### src/rtl/input_debouncer_if.sv
// Signal bundle between a raw-input source and the debouncer.
// The source side (master) drives the raw level and controls; the debouncer (slave) returns the clean level.
interface input_debouncer_if #(
  parameter int GLITCH_W = 8
);
  logic                raw_in;
  logic                enable;
  logic                glitch_nul;
  logic                signal_out;
  logic                rise_pulse;
  logic                fall_pulse;
  logic [GLITCH_W-1:0] glitch_count;

  modport master (
    output raw_in, enable, glitch_nul,
    input  signal_out, rise_pulse, fall_pulse, glitch_count
  );

  modport slave (
    input  raw_in, enable, glitch_nul,
    output signal_out, rise_pulse, fall_pulse, glitch_count
  );
endinterface

### src/rtl/input_debouncer.sv
// Synchronises a raw input, rejects pulses shorter than STABLE_CYCLES samples,
// and emits a registered clean level, one-cycle edge strobes and a saturating glitch count.
module input_debouncer #(
  parameter int STABLE_CYCLES = 16,
  parameter int GLITCH_W      = 8
) (
  input  logic               clk,
  input  logic               reset,
  input_debouncer_if.slave   bus
);
  if (STABLE_CYCLES < 2 || STABLE_CYCLES > 255) begin : g_bad_param
    $error("input_debouncer: STABLE_CYCLES must be in 2..255");
  end

  typedef enum logic [1:0] {LOW_STABLE, CHK_HIGH, HIGH_STABLE, CHK_LOW} state_t;

  localparam logic [7:0]          CNT_LAST = 8'(STABLE_CYCLES - 1);
  localparam logic [GLITCH_W-1:0] GC_MAX   = '1;

  logic                sync_ff1, sync_ff2, sync_in;
  state_t              state, state_nxt;
  logic [7:0]          cnt, cnt_nxt;
  logic                glitch;
  logic                so, so_nxt;
  logic                rp, rp_nxt;
  logic                fp, fp_nxt;
  logic [GLITCH_W-1:0] gc, gc_nxt;

  assign sync_in = sync_ff2;

  always_ff @(posedge clk) begin
    if (!reset) begin
      sync_ff1 <= 1'b0;
      sync_ff2 <= 1'b0;
      state    <= LOW_STABLE;
      cnt      <= '0;
      so       <= 1'b0;
      rp       <= 1'b0;
      fp       <= 1'b0;
      gc       <= '0;
    end else begin
      sync_ff1 <= bus.raw_in;
      sync_ff2 <= sync_ff1;
      state    <= state_nxt;
      cnt      <= cnt_nxt;
      so       <= so_nxt;
      rp       <= rp_nxt;
      fp       <= fp_nxt;
      gc       <= gc_nxt;
    end
  end

  // With enable low nothing moves, which also keeps both strobes at 0.
  always_comb begin
    state_nxt = state;
    cnt_nxt   = cnt;
    glitch    = 1'b0;
    if (bus.enable) begin
      unique case (state)
        LOW_STABLE:
          if (sync_in) begin
            state_nxt = CHK_HIGH;
            cnt_nxt   = 8'd1;
          end
        CHK_HIGH:
          if (!sync_in) begin
            state_nxt = LOW_STABLE;
            cnt_nxt   = '0;
            glitch    = 1'b1;
          end else if (cnt == CNT_LAST) begin
            state_nxt = HIGH_STABLE;
            cnt_nxt   = '0;
          end else begin
            cnt_nxt = cnt + 8'd1;
          end
        HIGH_STABLE:
          if (!sync_in) begin
            state_nxt = CHK_LOW;
            cnt_nxt   = 8'd1;
          end
        CHK_LOW:
          if (sync_in) begin
            state_nxt = HIGH_STABLE;
            cnt_nxt   = '0;
            glitch    = 1'b1;
          end else if (cnt == CNT_LAST) begin
            state_nxt = LOW_STABLE;
            cnt_nxt   = '0;
          end else begin
            cnt_nxt = cnt + 8'd1;
          end
      endcase
    end
  end

  always_comb begin
    rp_nxt = (state == CHK_HIGH) && (state_nxt == HIGH_STABLE);
    fp_nxt = (state == CHK_LOW)  && (state_nxt == LOW_STABLE);
    so_nxt = so;
    if (rp_nxt) so_nxt = 1'b1;
    if (fp_nxt) so_nxt = 1'b0;
    gc_nxt = gc;
    if (!bus.glitch_nul)           gc_nxt = '0;
    else if (glitch && gc != GC_MAX) gc_nxt = gc + GLITCH_W'(1);
  end

  assign bus.signal_out   = so;
  assign bus.rise_pulse   = rp;
  assign bus.fall_pulse   = fp;
  assign bus.glitch_count = gc;
endmodule

### src/flat_wrapper.sv
// flat-port wrapper written by rule: the top's interface ports become plain ports
module input_debouncer_flat 
#(
  parameter int STABLE_CYCLES = 16,
  parameter int GLITCH_W      = 8
)
  (clk, reset, bus_raw_in, bus_enable, bus_glitch_nul, bus_signal_out, bus_rise_pulse, bus_fall_pulse, bus_glitch_count);
  input_debouncer_if #(.GLITCH_W(GLITCH_W)) bus_i ();
  input  logic clk;
  input  logic reset;
  input wire logic [$bits(bus_i.raw_in)-1:0] bus_raw_in;
  input wire logic [$bits(bus_i.enable)-1:0] bus_enable;
  input wire logic [$bits(bus_i.glitch_nul)-1:0] bus_glitch_nul;
  output wire logic [$bits(bus_i.signal_out)-1:0] bus_signal_out;
  output wire logic [$bits(bus_i.rise_pulse)-1:0] bus_rise_pulse;
  output wire logic [$bits(bus_i.fall_pulse)-1:0] bus_fall_pulse;
  output wire logic [$bits(bus_i.glitch_count)-1:0] bus_glitch_count;
  assign bus_i.raw_in = bus_raw_in;
  assign bus_i.enable = bus_enable;
  assign bus_i.glitch_nul = bus_glitch_nul;
  assign bus_signal_out = bus_i.signal_out;
  assign bus_rise_pulse = bus_i.rise_pulse;
  assign bus_fall_pulse = bus_i.fall_pulse;
  assign bus_glitch_count = bus_i.glitch_count;
  input_debouncer #(.STABLE_CYCLES(STABLE_CYCLES), .GLITCH_W(GLITCH_W)) u_core (.clk(clk), .reset(reset), .bus(bus_i));
endmodule
### config.mk
export PLATFORM = sky130hd
export DESIGN_NAME = input_debouncer_flat
export DESIGN_NICKNAME = d
export VERILOG_FILES = /design/src/rtl/input_debouncer_if.sv /design/src/rtl/input_debouncer.sv /design/src/flat_wrapper.sv
export SDC_FILE = /design/constraint.sdc
export NUM_CORES = 1
export LEC_CHECK = 0
export CELL_PAD_IN_SITES_DETAIL_PLACEMENT = 1
export CELL_PAD_IN_SITES_GLOBAL_PLACEMENT = 2
export CORE_UTILIZATION = 35
export DETAILED_ROUTE_END_ITERATION = 12
export PLACE_DENSITY_LB_ADDON = 0.1
export SETUP_SLACK_MARGIN = 0.02
export SYNTH_ARGS = -nofsm -noshare
export SYNTH_HDL_FRONTEND = slang
export SYNTH_SLANG_ARGS = --single-unit
### constraint.sdc
create_clock -name clk -period 2.95 [get_ports clk]
set_input_delay 0.59 -clock clk [delete_from_list [all_inputs] [get_ports clk]]
set_output_delay 0.59 -clock clk [all_outputs]
set_load 0.02 [all_outputs]
==> results of run 1 <==
-- layer usage --
layer  vias to the layer above  global-route usage (%)  share of wire (%)
met5                         -                       0                  0
met4                         0                   6.122                1.5
met3                         4                   2.679                2.6
met2                        12                   29.23                 49
met1                       442                   20.83                 47
li1                        461                       -                  -
-- per-stage QoR --
stage | hold WS, ns | area (sq um) | worst slack (ns)
2_1_floorplan | 0.4119 | 1095 | 1.405
3_3_place_gp | 0.4139 | 1280 | 0.8389
3_5_place_dp | 0.4461 | 1280 | 0.8030
4_1_cts | 0.4803 | 1308 | 0.9169
5_1_grt | 0.5147 | 1308 | 0.8703
6_report | 0.4719 | 1308 | 0.9494
-- synthesized netlist by cell type --
cell type                    n  area, sq um
sky130_fd_sc_hd__a2111oi_2   1        15.01
sky130_fd_sc_hd__a211oi_1    2        15.01
sky130_fd_sc_hd__a21oi_1     4        20.02
sky130_fd_sc_hd__a32oi_1     1        8.760
sky130_fd_sc_hd__and2_1      3        18.77
sky130_fd_sc_hd__and3_1      6        37.54
sky130_fd_sc_hd__and4_1      2        17.52
sky130_fd_sc_hd__buf_2       3        15.01
sky130_fd_sc_hd__clkbuf_1    1        3.750
sky130_fd_sc_hd__dfxtp_1    23        460.4
sky130_fd_sc_hd__ha_1        2        25.02
sky130_fd_sc_hd__inv_1       3        11.26
sky130_fd_sc_hd__mux2i_1     2        20.02
sky130_fd_sc_hd__nand2_1     9        33.78
sky130_fd_sc_hd__nand3_1     3        15.01
sky130_fd_sc_hd__nand4_1     2        12.51
sky130_fd_sc_hd__nand4_2     1        12.51
sky130_fd_sc_hd__nor2_1     13        48.80
sky130_fd_sc_hd__nor2b_1     1        6.260
sky130_fd_sc_hd__nor3_1      1        5.000
sky130_fd_sc_hd__nor4_1      1        6.260
sky130_fd_sc_hd__o2111ai_1   5        43.79
sky130_fd_sc_hd__o211ai_1    6        45.04
sky130_fd_sc_hd__o211ai_2    1        12.51
sky130_fd_sc_hd__o21ai_0     3        15.01
sky130_fd_sc_hd__o21ai_1     1        5.000
sky130_fd_sc_hd__o21ai_2     1        8.760
sky130_fd_sc_hd__o31ai_1     1        7.510
sky130_fd_sc_hd__or2_2       1        6.260
sky130_fd_sc_hd__or3_1       2        12.51
sky130_fd_sc_hd__or4_1       1        7.510
sky130_fd_sc_hd__xnor2_1     1        8.760
sky130_fd_sc_hd__xnor2_4     1        27.53
sky130_fd_sc_hd__xor2_1      8        70.07
sky130_fd_sc_hd__xor2_2      1        16.27
-- kinds of logic (layout without fill, tap and decap cells) --
kind of cell | Yosys count | after routing
xor+xnor | 11 | 11
mux | 2 | 2
fa+ha+maj | 2 | 2
buf+inv | 7 | 24
simple gates | 46 | 46
compound gates | 26 | 26
flops | 23 | 23
-- registers in the layout, indices dropped and copies added, names as in the netlist --
register,cells
u_core.bus.glitch_count,8
u_core.cnt,8
u_core.state,2
u_core.bus.fall_pulse,1
u_core.bus.rise_pulse,1
u_core.bus.signal_out,1
u_core.sync_ff1,1
u_core.sync_ff2,1
-- worst min path at each step --
stage	end	slack, ns
after floorplan	u_core.sync_ff2	0.41
after global placement	u_core.sync_ff2	0.41
after detailed placement	u_core.sync_ff2	0.45
after CTS	u_core.sync_ff2	0.48
after global routing	u_core.sync_ff2	0.51
final	u_core.sync_ff2	0.47
-- layout make-up --
cell class	instances	area, sq um
fill	348	1545
multi-input combinational	87	604.3
sequential	23	460.4
timing repair buffer	17	165.2
tap	31	38.79
clock buffer	3	22.52
inverter	3	11.26
clock inverter	1	5.005
-- where the power goes --
part / internal (mW) / switching (mW)
Combinational: 0.0137 / 0.0189
Clock: 0.0507 / 0.102
Sequential: 0.313 / 0.00493
==> impl_summary.txt, run 1 <==
----------------------------------------------------
[STA]
  Rel. slew slack ... 67.35%
  Max Clock Freq ... approximately 500 MHz
  Least-Margin Pin Slew ... roughly 0.49 ns
  Aggregate negative setup slack ... 0 ns
  Setup violations, final ... 0
  Time the worst path needs with I/O delays and setup ... 2.001 ns
  Pins over their slew limit ... 0
  Share of the clock period used by the worst path after layout ... 67.82%
  Final-report hold violation count ... 0
  Clock skew after layout ... 0.01452 ns
  RSZ-0062 raised after global routing ... false

[Synth]
  Sequential fraction of the synthesis area ... a little over two fifths
  Synthesis-stage register bit count ... 23
  Dominant combinational cell family by area after synthesis ... simple AND/OR/NAND/NOR gates
  Count of different cell masters after synthesis ... 35
  Simple-gate share of the synthesized area ... 21.94%
  Post-synth design cell area ... 1095 sq um
  Post-synth net total ... around 120
  Mux contribution to synthesized area ... 1.829%
  Post-synthesis cell count ... around 120
  Complex-gate fraction of the synthesized area ... between 10% and 20%
  Number of warnings reported in the yosys synthesis log ... 0
  Average cell area after synthesis ... between 9 and 10 sq um
  Adder and majority gate portion of the synthesized area ... 2.286%
  Xor-xnor portion of the synthesized cell area ... 11.20%

[Drt]
  Number of nets still failing antenna checks after routing ... 0
  Mean routed wirelength per cell ... 14.90 microns
  First drt pass iteration count ... 7
  Drt first-iter violations ... 22
  Per-cell via count in the routed design ... about 5.6
  Post-route DRC ... 3
  Final WL ... 2.459 mm
  Via count ... about 920

[Global routing]
  Congestion Overflow GR ... 0
  Initial antenna violation count ... 0
  Global-route wire length before repair ... ~4.3 mm
  Total track usage ... around 17%
  Largest net degree at the start of global routing ... 14
  Number of global-route vias before repair ... 904

[Power and ir drop]
  Reported leakage power ... 0.4631 nW
  Tot Pwr ... around 500 uW
  Maximum VDD drop ... 0.1369 mV
  PD cells ... 385.3 nW/um^2

[Floorplanning]
  Std cell rows ... 19
  Boundary pin count ... 16
  Starting density of the core ... around two fifths
  Width of the die ... 57.93 microns
  Core area ... 2853 sq um
  Die span in y ... 57.93 microns
  Die outline area ... 3356 sq um

[Clock tree]
  Root cell of the clock tree ... sky130_fd_sc_hd__clkbuf_4
  Total clock buffers created by CTS ... 3
  Post-CTS clock slew at the launch and capture registers of the worst setup and hold paths ... 0.14 ns
  Number of sinks handled by clock tree synthesis ... 23
  H-tree levels ... 1
  Post-CTS Hold Fix Bufs ... 0
  Clock latency on the worst-skew pair ... 0.32 ns
  Clock tree from TritonCTS ... yes
  Number of resized instances in the post-cts repair step ... 0
  Number of post-CTS setup repair buffers ... 0
  Clock Tree Buf Depth ... 2

[Worst setup path]
  Cell with the biggest individual delay on the critical path ... sky130_fd_sc_hd__clkdlybuf4s50_1
  Setup slack, reg-to-reg ... 1.26 ns
  Critical Path Sink Type ... primary output
  Kind of cell adding the most delay to the critical path ... buffers and inverters
  Kind of start point of the critical path ... flop
  Number of buffers and inverters on the critical path ... 1
  Critical Path Fanout Max ... 6
  R2r startpoint ... u_core.state[0]
  Worst setup path endpoint ... bus_glitch_count[2]
  Endpoint of the worst-slack reg-to-reg timing path ... u_core.bus.glitch_count[5]
  Critical path launch point ... u_core.bus.glitch_count[2]
  Arrival time reported for the critical path endpoint ... 1.41 ns
  Delay contributed by the slowest stage of the critical path ... 0.64 ns
  Depth of the worst register-to-register path ... 4
  Required @ worst endpoint ... 2.36 ns
  Critical path type ... flop to primary output
  Critical Path, Cell by Cell ... clkdlybuf4s50_1
  Number of cells on the critical path ... 1

[Flow run]
  Max-Cap Viols ... 0

[Placed design]
  Detailed placement HPWL ... 1.803 mm
  Post-Place Cells ... 161
  Number of buffers added on ports ... 15
  Final RePlAce weighted congestion ... 0.7446

[Cells and area]
  Layout Area Growth over Synthesis ... 19.43%
  Commonest cells after routing, fill and taps aside ... 23 x sky130_fd_sc_hd__dfxtp_1, 15 x sky130_fd_sc_hd__clkdlybuf4s50_1, 13 x sky130_fd_sc_hd__nor2_1
  Ratio of cells with drive above 1 in the final layout ... slightly below 10%
  Final Net Count ... 142
  Number of standard cells in the final layout excluding fillers ... 165
  Commonest non-fill, non-tap cell in the layout ... sky130_fd_sc_hd__dfxtp_1
  Post-layout util ... 45.83%
  Final antenna diode count ... 0

[Min path]
  WHS Path Cells ... 1
  Hold path startpoint ... u_core.sync_ff1
  Path category of the worst min-delay check ... flop to flop

[Outcome]
  Outcome ... finished, violations left
  Violated checks ... design-rule violations

----------------------------------------------------
Power figures use the tool's default switching activity.
==> run 2: changes to the inputs <==
- CORE_UTILIZATION: 35 -> 32
- clock period: 2.95 -> 1.9 ns (I/O delays scaled with it)
==> impl_summary.txt, run 2 (synthesis results as in run 1) <==
----------------------------------------------------
[Global routing]
  Congestion Overflow GR ... 0
  Number of global-route vias before repair ... 892
  Global-route wire length before repair ... 4.112 mm
  Largest net degree at the start of global routing ... 14
  Total track usage ... between 10% and 20%
  Initial antenna violation count ... 0

[Clock tree]
  Clock Tree Buf Depth ... 2
  Post-CTS clock slew at the launch and capture registers of the worst setup and hold paths ... 0.14 ns
  Total clock buffers created by CTS ... 3
  Clock tree from TritonCTS ... yes
  H-tree levels ... 1
  Post-CTS Hold Fix Bufs ... 0
  Root cell of the clock tree ... sky130_fd_sc_hd__clkbuf_4
  Number of sinks handled by clock tree synthesis ... 23
  Clock latency on the worst-skew pair ... approximately 0.32 ns

[STA]
  RSZ-0062 raised after global routing ... false
  Time the worst path needs with I/O delays and setup ... 1.800 ns
  Setup violations, final ... 0
  Worst hold margin ... 0.4827 ns
  Clock skew after layout ... 0.008681 ns
  Final-report hold violation count ... 0
  Least-Margin Pin Slew ... 0.5629 ns
  Aggregate negative setup slack ... 0 ns
  Share of the clock period used by the worst path after layout ... a little over nine tenths
  Rel. slew slack ... 62.13%
  Max Clock Freq ... between 500 and 600 MHz
  Pins over their slew limit ... 0

[Floorplanning]
  Boundary pin count ... 16
  Starting density of the core ... 34.72%
  Width of the die ... 60.49 microns
  Die outline area ... 3659 sq um
  Die span in y ... 60.49 microns
  Std cell rows ... 20
  Core area ... between 3000 and 4000 sq um

[Worst setup path]
  Number of buffers and inverters on the critical path ... 1
  Critical path type ... flop to primary output
  Critical Path Sink Type ... primary output
  Required @ worst endpoint ... roughly 1.5 ns
  Delay contributed by the slowest stage of the critical path ... 0.64 ns
  Critical Path, Cell by Cell ... clkdlybuf4s50_1
  Kind of start point of the critical path ... flop
  Kind of cell adding the most delay to the critical path ... buffers and inverters
  Arrival time reported for the critical path endpoint ... approximately 1.4 ns
  Critical Path Fanout Max ... 6
  Cell with the biggest individual delay on the critical path ... sky130_fd_sc_hd__clkdlybuf4s50_1

[Power and ir drop]
  Tot Pwr ... 787.5 uW
  Reported leakage power ... around 0.5 nW
  Maximum VDD drop ... 0.3312 mV
  PD cells ... 571.1 nW/um^2

[Drt]
  Via count ... 921
  Number of nets still failing antenna checks after routing ... 0
  Drt first-iter violations ... 15
  Mean routed wirelength per cell ... 13.56 microns
  Per-cell via count in the routed design ... 4.978
  Post-route DRC ... 0
  First drt pass iteration count ... 4
  Final WL ... around 2.5 mm

[Cells and area]
  Commonest non-fill, non-tap cell in the layout ... sky130_fd_sc_hd__dfxtp_1
  FILL cells ... ~390
  Final Net Count ... ~150
  Final antenna diode count ... 0
  Post-route cell area ... 1379 sq um
  Ratio of cells with drive above 1 in the final layout ... around 14%
  Commonest cells after routing, fill and taps aside ... 23 x sky130_fd_sc_hd__dfxtp_1, 14 x sky130_fd_sc_hd__clkdlybuf4s50_1, 13 x sky130_fd_sc_hd__nor2_1
  Post-layout util ... 43.73%
  Layout Area Growth over Synthesis ... 25.94%

[Outcome]
  Outcome ... completed

[Placed design]
  Detailed placement HPWL ... 1.894 mm
  Final RePlAce weighted congestion ... approximately 0.75
  Post-DP Area ... 1349 sq um
  Number of buffers added on ports ... 15

[Flow run]
  Max-Cap Viols ... 0

[Min path]
  Path category of the worst min-delay check ... flop to flop

----------------------------------------------------
-- run 2: changes by cell type in the layout (fill, tap and decap cells not counted), sizes merged --
cell           change
buf                +7
clkdlybuf4s50      -1
dlymetal6s2s       +1
-- run 2: power by group --
group	leakage, nW	internal [mW]	switching [mW]
combinational	0.311	0.0260	0.0320
clock	0.0177	0.0788	0.159
sequential	0.186	0.487	0.00485
total	0.515	0.591	0.196
-- run 2: layout make-up --
class | instances | area (sq um) | share of cell area, %
clock buffers | 3 | 22.52 | 1.633
clock inverters | 1 | 5.005 | 0.3630
inverters | 3 | 11.26 | 0.8167
multi-input cells | 87 | 604.3 | 43.83
flip-flops and latches | 23 | 460.4 | 33.39
well taps | 44 | 55.05 | 3.993
repair buffers | 24 | 220.2 | 15.97
-- run 2: repair_timing --
item	CTS	global route
resized for setup	0	1
buffers inserted	0	0
setup endpoints to repair	0	1
-- run 2: worst paths after layout --
path                                                 start             endpoint  slack, ns  cells past startpoint
worst max register to register               u_core.cnt[4]      u_core.state[1]       0.24                      4
worst max-delay path            u_core.bus.glitch_count[3]  bus_glitch_count[3]        0.1                      1
worst min register to register             u_core.sync_ff1      u_core.sync_ff2       0.48                      1
worst min-delay path                       u_core.sync_ff1      u_core.sync_ff2       0.48                      1
-- run 2: metal layers --
| layer | track usage [%] | up-vias | share of wire [%] |
|---|---|---|---|
| li1 | - | 474 | - |
| met1 | 18.90 | 432 | 48 |
| met2 | 26.06 | 13 | 48 |
| met3 | 4.691 | 2 | 3.0 |
| met4 | 5.519 | 0 | 0.96 |
| met5 | 0 | - | 0 |
-- run 2: stage by stage --
stage	std cells	setup WS, ns
2_1_floorplan	117	0.3549
3_3_place_gp	181	0.04364
3_5_place_dp	181	-0.03258
4_1_cts	185	0.06430
5_1_grt	185	0.03682
6_report	185	0.09961
